[src/rtl/imem_loader.sv]
// Boot loader for the instruction RAM: turns a little-endian byte stream into sequential
// 32-bit RAM writes, then releases the core. Define IMEM_LOADER_CHECKSUM_EN to require an XOR trailer.
//
// state     | meaning
// ----------+------------------------------------------------------------
// S_LEN     | collecting the 4 bytes of the word count N
// S_DATA    | assembling data words, one write strobe per completed word
// S_WR_LAST | one idle cycle so the final write settles before release
// S_CHK     | collecting the 4 checksum bytes (checksum build only)
// S_DONE    | image loaded, core released, held until rst
// S_ERR     | load aborted, core held in reset until rst
module imem_loader #(
    parameter int unsigned DEPTH_WORDS = 256,
    parameter logic [31:0] BASE_ADDR   = 32'h0000_0000
) (
    input  logic        clk,
    input  logic        rst,
    input  logic        in_valid,
    input  logic [7:0]  in_data,
    output logic        in_ready,
    output logic        imem_wen_n,
    output logic [31:0] imem_addr,
    output logic [31:0] imem_din,
    output logic        core_rst,
    output logic        done,
    output logic        err
);

    localparam int          IDX_W     = $clog2(DEPTH_WORDS + 1);
    localparam logic [31:0] DEPTH_LIM = 32'(DEPTH_WORDS);

    typedef enum logic [2:0] {
        S_LEN,
        S_DATA,
        S_WR_LAST,
        S_CHK,
        S_DONE,
        S_ERR
    } state_t;

    state_t            state;
    state_t            state_nxt;
    logic [1:0]        byte_cnt;
    logic [31:0]       word_sr;
    logic [31:0]       word_full;
    logic [IDX_W-1:0]  idx;
    logic [IDX_W-1:0]  len_q;
    logic              accept;
    logic              last_byte;
    logic              data_left;
`ifdef IMEM_LOADER_CHECKSUM_EN
    logic [31:0]       xor_q;
`endif

    // Bytes shift in from the top, so after four bytes the first one sits in [7:0].
    assign word_full = {in_data, word_sr[31:8]};
    assign accept    = in_valid && in_ready;
    assign last_byte = accept && (byte_cnt == 2'd3);
    assign data_left = (idx != len_q);

    always_ff @(posedge clk) begin
        if (rst) begin
            state <= S_LEN;
        end else begin
            state <= state_nxt;
        end
    end

    always_comb begin
        state_nxt = state;
        in_ready  = 1'b0;
        case (state)
            S_LEN: begin
                in_ready = 1'b1;
                if (last_byte) begin
                    if (word_full > DEPTH_LIM) begin
                        state_nxt = S_ERR;
                    end else if (word_full == 32'd0) begin
`ifdef IMEM_LOADER_CHECKSUM_EN
                        state_nxt = S_CHK;
`else
                        state_nxt = S_DONE;
`endif
                    end else begin
                        state_nxt = S_DATA;
                    end
                end
            end
            S_DATA: begin
                // Once all N words are in, the final strobe cycle stops intake and moves on.
                in_ready = data_left;
                if (!data_left) begin
                    state_nxt = S_WR_LAST;
                end
            end
            S_WR_LAST: begin
`ifdef IMEM_LOADER_CHECKSUM_EN
                state_nxt = S_CHK;
`else
                state_nxt = S_DONE;
`endif
            end
`ifdef IMEM_LOADER_CHECKSUM_EN
            S_CHK: begin
                in_ready = 1'b1;
                if (last_byte) begin
                    state_nxt = (word_full == xor_q) ? S_DONE : S_ERR;
                end
            end
`endif
            S_DONE: begin
                state_nxt = S_DONE;
            end
            S_ERR: begin
                state_nxt = S_ERR;
            end
            default: begin
                state_nxt = S_ERR;
            end
        endcase
        if (rst) begin
            in_ready = 1'b0;
        end
    end

    // Status flags are registered so the core reset never sees decode glitches.
    always_ff @(posedge clk) begin
        if (rst) begin
            done     <= 1'b0;
            err      <= 1'b0;
            core_rst <= 1'b1;
        end else begin
            done     <= (state_nxt == S_DONE);
            err      <= (state_nxt == S_ERR);
            core_rst <= (state_nxt != S_DONE);
        end
    end

    always_ff @(posedge clk) begin
        if (rst) begin
            byte_cnt   <= 2'd0;
            word_sr    <= 32'd0;
            idx        <= '0;
            len_q      <= '0;
            imem_wen_n <= 1'b1;
            imem_addr  <= BASE_ADDR;
            imem_din   <= 32'd0;
        end else begin
            imem_wen_n <= 1'b1;
            if (accept) begin
                byte_cnt <= byte_cnt + 2'd1;
                word_sr  <= word_full;
            end
            if ((state == S_LEN) && last_byte && (word_full <= DEPTH_LIM)) begin
                len_q <= word_full[IDX_W-1:0];
            end
            if ((state == S_DATA) && last_byte) begin
                imem_wen_n <= 1'b0;
                imem_addr  <= BASE_ADDR + (32'(idx) << 2);
                imem_din   <= word_full;
                idx        <= idx + IDX_W'(1);
            end
        end
    end

`ifdef IMEM_LOADER_CHECKSUM_EN
    always_ff @(posedge clk) begin
        if (rst) begin
            xor_q <= 32'd0;
        end else if ((state == S_DATA) && last_byte) begin
            xor_q <= xor_q ^ word_full;
        end
    end
`endif

endmodule

[config.mk]
export PLATFORM = sky130hd
export DESIGN_NAME = imem_loader
export DESIGN_NICKNAME = d
export VERILOG_FILES = /design/src/rtl/imem_loader.sv
export SDC_FILE = /design/constraint.sdc
export NUM_CORES = 1
export LEC_CHECK = 0
export CAP_MARGIN = 10
export CORE_MARGIN = 2
export CORE_UTILIZATION = 46
export CTS_BUF_LIST = sky130_fd_sc_hd__clkbuf_16
export CTS_CLUSTER_DIAMETER = 120
export DETAILED_ROUTE_END_ITERATION = 8
export PLACE_DENSITY = 0.76
export REMOVE_ABC_BUFFERS = 1
export SLEW_MARGIN = 5
export SYNTH_ARGS = -nofsm -noshare
export SYNTH_HDL_FRONTEND = slang
export SYNTH_SLANG_ARGS = --single-unit
[constraint.sdc]
create_clock -name clk -period 1.93 [get_ports clk]
set_clock_uncertainty 0.15 [all_clocks]
set_input_delay 0.2895 -clock clk [delete_from_list [all_inputs] [get_ports clk]]
set_output_delay 0.2895 -clock clk [all_outputs]
set_load 0.03 [all_outputs]
==> qor.txt <==
Status = complete, but fails checks
Violated checks = negative setup slack
Clk_lat worst skew = 0.33 ns
Adder-Cell Fraction of Synth Area = 0.637%
Switching part of the total = 23.1%
Iteration-0 DRC Markers = 237
CP required = 1.98 ns
Synth unique cells = 43
Worst Setup Slack, final = -0.0922 ns
Fin crit share = 105%
Cell count after synthesis = 432
Sequential Power Share = 49.3%
Critical Path Fanout Max = 6
Area share of the largest cell type after synthesis = 46.8%
Clock root buffer = clkbuf_16
Setup-failing EPs final = 12
Detailed Route WL = 10900 um
Area leader, netlist = dfxtp_1
Slew Viols, Final = 0
Peak Freq = 495 MHz
Clock sinks = 92
Syn Area/Cell = 9.10 sq um
Reg2reg start = idx[6]$_SDFFE_PP0P_
Slowest CP cell = dfxtp_2
Detailed-route vias per instance = 5.58
Hold path depth = 4
Count leader, synth = dfxtp_1
Yosys warning count = 0
Cell-internal power = 0.00302 W
Top cells by area, synth = dfxtp_1 47%, mux2i_1 8.7%, nand3_1 6.0%
Largest stage delay, worst path = 0.33 ns
Core Region = 8260 sq um
Fin. Hold Viols = 0
Synth Area in Compound Gates = 14.3%
Critical path class = reg2reg
Row cnt = 33
R2r worst-path depth = 7
# H-tree levels = 3
Ys flop type = dfxtp_1
Sequential share of the synthesized area = 46.8%
Pin count of the biggest net entering global routing = 48
Clock share of power = 43.3%
Mapped Area = 3930 sq um
Starting Density = 47.6%
1st-pass router iterations = 4
Final worst path period need = 2.02 ns
N_diodes = 0
FF-to-FF setup slack = -0.09 ns
CTS tree = built
Worst-path cell chain = xor2_1 > nor4_2 > buf_4 > a41oi_4 > clkbuf_16 > mux2i_1 > nor2_1
Vias in the first global route = 3413
XOR/XNOR Fraction of Synth Area = 2.23%
Total GRT Usage = 22.4%
CP Data Arrival Time = 2.08 ns
Hold Path Origin = in_data[6]
Hold Buf Count CTS = 0
Critical Path Start Type = register
Total die area = 9300 sq um
Setup WS pre-CTS = -0.497 ns
Max IR drop VDD = 0.472 mV
Initial antenna violation count = 0
Final nets = 550
Max-cap violations = 0
Hold Crit Class = in2reg
Power, Total = 0.00392 W
DRC = 0
Sw power = 0.000904 W
Area fraction in and, or, nand and nor cells after synthesis = 18.6%
Total number of vias = 3603
Leakage = 2.13 nW
Capturing point of the worst reg2reg path = word_sr[13]$_SDFFE_PP0P_
CTS buffer count = 9
Register bit count reported by yosys = 92
Synth cell count leaders = 92 x dfxtp_1, 47 x nand3_1, 46 x a21oi_1, 43 x o21ai_1, 39 x nor2_1
Remaining antenna violation count = 0
Largest family of logic cells by synthesized area = simple AND/OR/NAND/NOR gates
Fill cells = 640
Clock-pin slew on the worst setup and hold paths = 0.06 ns
Layout cells sized above 1 = 24.8%
Number of port buffers = 56
Max Root-Sink Buffers = 2
FFs w/ async S/R, synth = 0%
Total global routing overflow = 0
Cell Pwr Density = 706 nW/um^2
Area growth syn-to-layout = 41.3%
Post-synth EDFFs = 0
WL/cell = 16.9 um
RD Place Congestion = 0.866
Hold Path End = word_sr[30]$_SDFFE_PP0P_
First-pass GRT wire length = 16100 um
I/O Pins = 80
RSZ-0062 raised after global routing = true
Crit end category = register
Die X = 96.4 um
Comb pwr share = 7.4%
Mux cell area share after synthesis = 8.94%
Post-detail-place hpwl = 6950 um
Vert. Die Dim = 96.4 um
==> metrics by stage <==
stage               cell area (sq um)  hold WS, ns  instances  setup TNS (ns)  util [%]
global route                     5560        0.283        646           -3.75      67.3
floorplan                        3690        0.209        397          -70.09         -
finish                           5560        0.259        646          -0.434      67.3
global placement                 4880        0.316        621           -8.31      59.1
CTS                              5290        0.268        639          -0.266      64.0
detailed placement               4880        0.321        621          -10.65      59.1
==> worst max-delay path: cells and delay by family, from the launching register on <==
kind | cells | cell delay [ns]
muxes | 1 | 0.21
DFF | 1 | 0.33
xor gates and xnor gates | 1 | 0.16
and+or+nand+nor | 2 | 0.39
buffers and inverters | 2 | 0.43
AOI/OAI and AO/OA | 1 | 0.21
==> per-layer routing <==
layer / vias up / GRT usage, % / share of wire, %
met5: - / 0 / 0
met1: 1740 / 26.3 / 42
met3: 21 / 5.59 / 5.6
met2: 138 / 39.8 / 51
li1: 1704 / - / -
met4: 0 / 7.86 / 1.8
==> registers in the layout, summed over array words and instances, names as in the netlist <==
name,count
len_q,9
core_rst,1
word_sr,24
err,1
idx,9
done,1
byte_cnt,2
imem_wen_n,1
imem_din,32
state,3
imem_addr,9
==> logic make-up (layout without fill, tap and decap cells) <==
kind of cell             Yosys count  in the layout
adder cells (fa/ha/maj)            2              2
buffers and inverters             58            145
multiplexers                      35             35
flip-flops                        92             92
other                              1             23
AND/OR/NAND/NOR                  130            130
XOR/XNOR                          10             10
AO/OA/AOI/OAI                    104            104
==> cells in the final DEF, fill, tap and decap left out, drive strengths merged, types with 6 or more instances in the layout <==
master          n
nand2           6
buf            72
nor2           39
a21oi          46
nand3          47
conb           23
nor3            8
clkdlybuf4s50  52
nor4           10
xor2            9
o21ai          44
clkbuf         12
dfxtp          92
mux2i          34
==> worst max-delay path by stage <==
stage | from | end | slack (ns)
global route | idx[6]$_SDFFE_PP0P_ | word_sr[13]$_SDFFE_PP0P_ | -0.17
global placement | in_data[6] | len_q[2]$_SDFFE_PP0P_ | -0.41
detailed placement | in_data[6] | done$_SDFF_PP0_ | -0.50
floorplan | idx[1]$_SDFFE_PP0P_ | byte_cnt[1]$_SDFFE_PP0P_ | -1.43
finish | idx[6]$_SDFFE_PP0P_ | word_sr[13]$_SDFFE_PP0P_ | -0.09
CTS | len_q[0]$_SDFFE_PP0P_ | in_ready | -0.13
==> timing repair <==
item / CTS / global route
endpoints found under the hold margin: 0 / 0
endpoints found under the setup margin: 21 / 85
resized for setup: 26 / 35
pin swaps: 15 / 12
gates cloned: 0 / 4
buffers inserted: 3 / 4
==> power groups by stage <==
stage / Clock, W / Combinational (W) / Sequential (W)
after detailed placement: 0 / 0.000242 / 0.00197
after CTS: 0.00171 / 0.000255 / 0.00193
after global placement: 0 / 0.000238 / 0.00197
final: 0.00170 / 0.000292 / 0.00193
after global routing: 0.00179 / 0.000310 / 0.00193
after floorplan: 0 / 0.000135 / 0.00197
==> final cells by class <==
class / instances / area, sq um / share of cell area, %
Inverter: 1 / 3.75 / 0.0676
Tap cell: 105 / 131 / 2.36
Clock inverter: 6 / 57.6 / 1.04
Sequential cell: 92 / 1860 / 33.4
Clock buffer: 9 / 225 / 4.05
Multi-Input combinational cell: 304 / 2050 / 36.9
Timing Repair Buffer: 129 / 1230 / 22.1
Power figures use the tool's default switching activity.
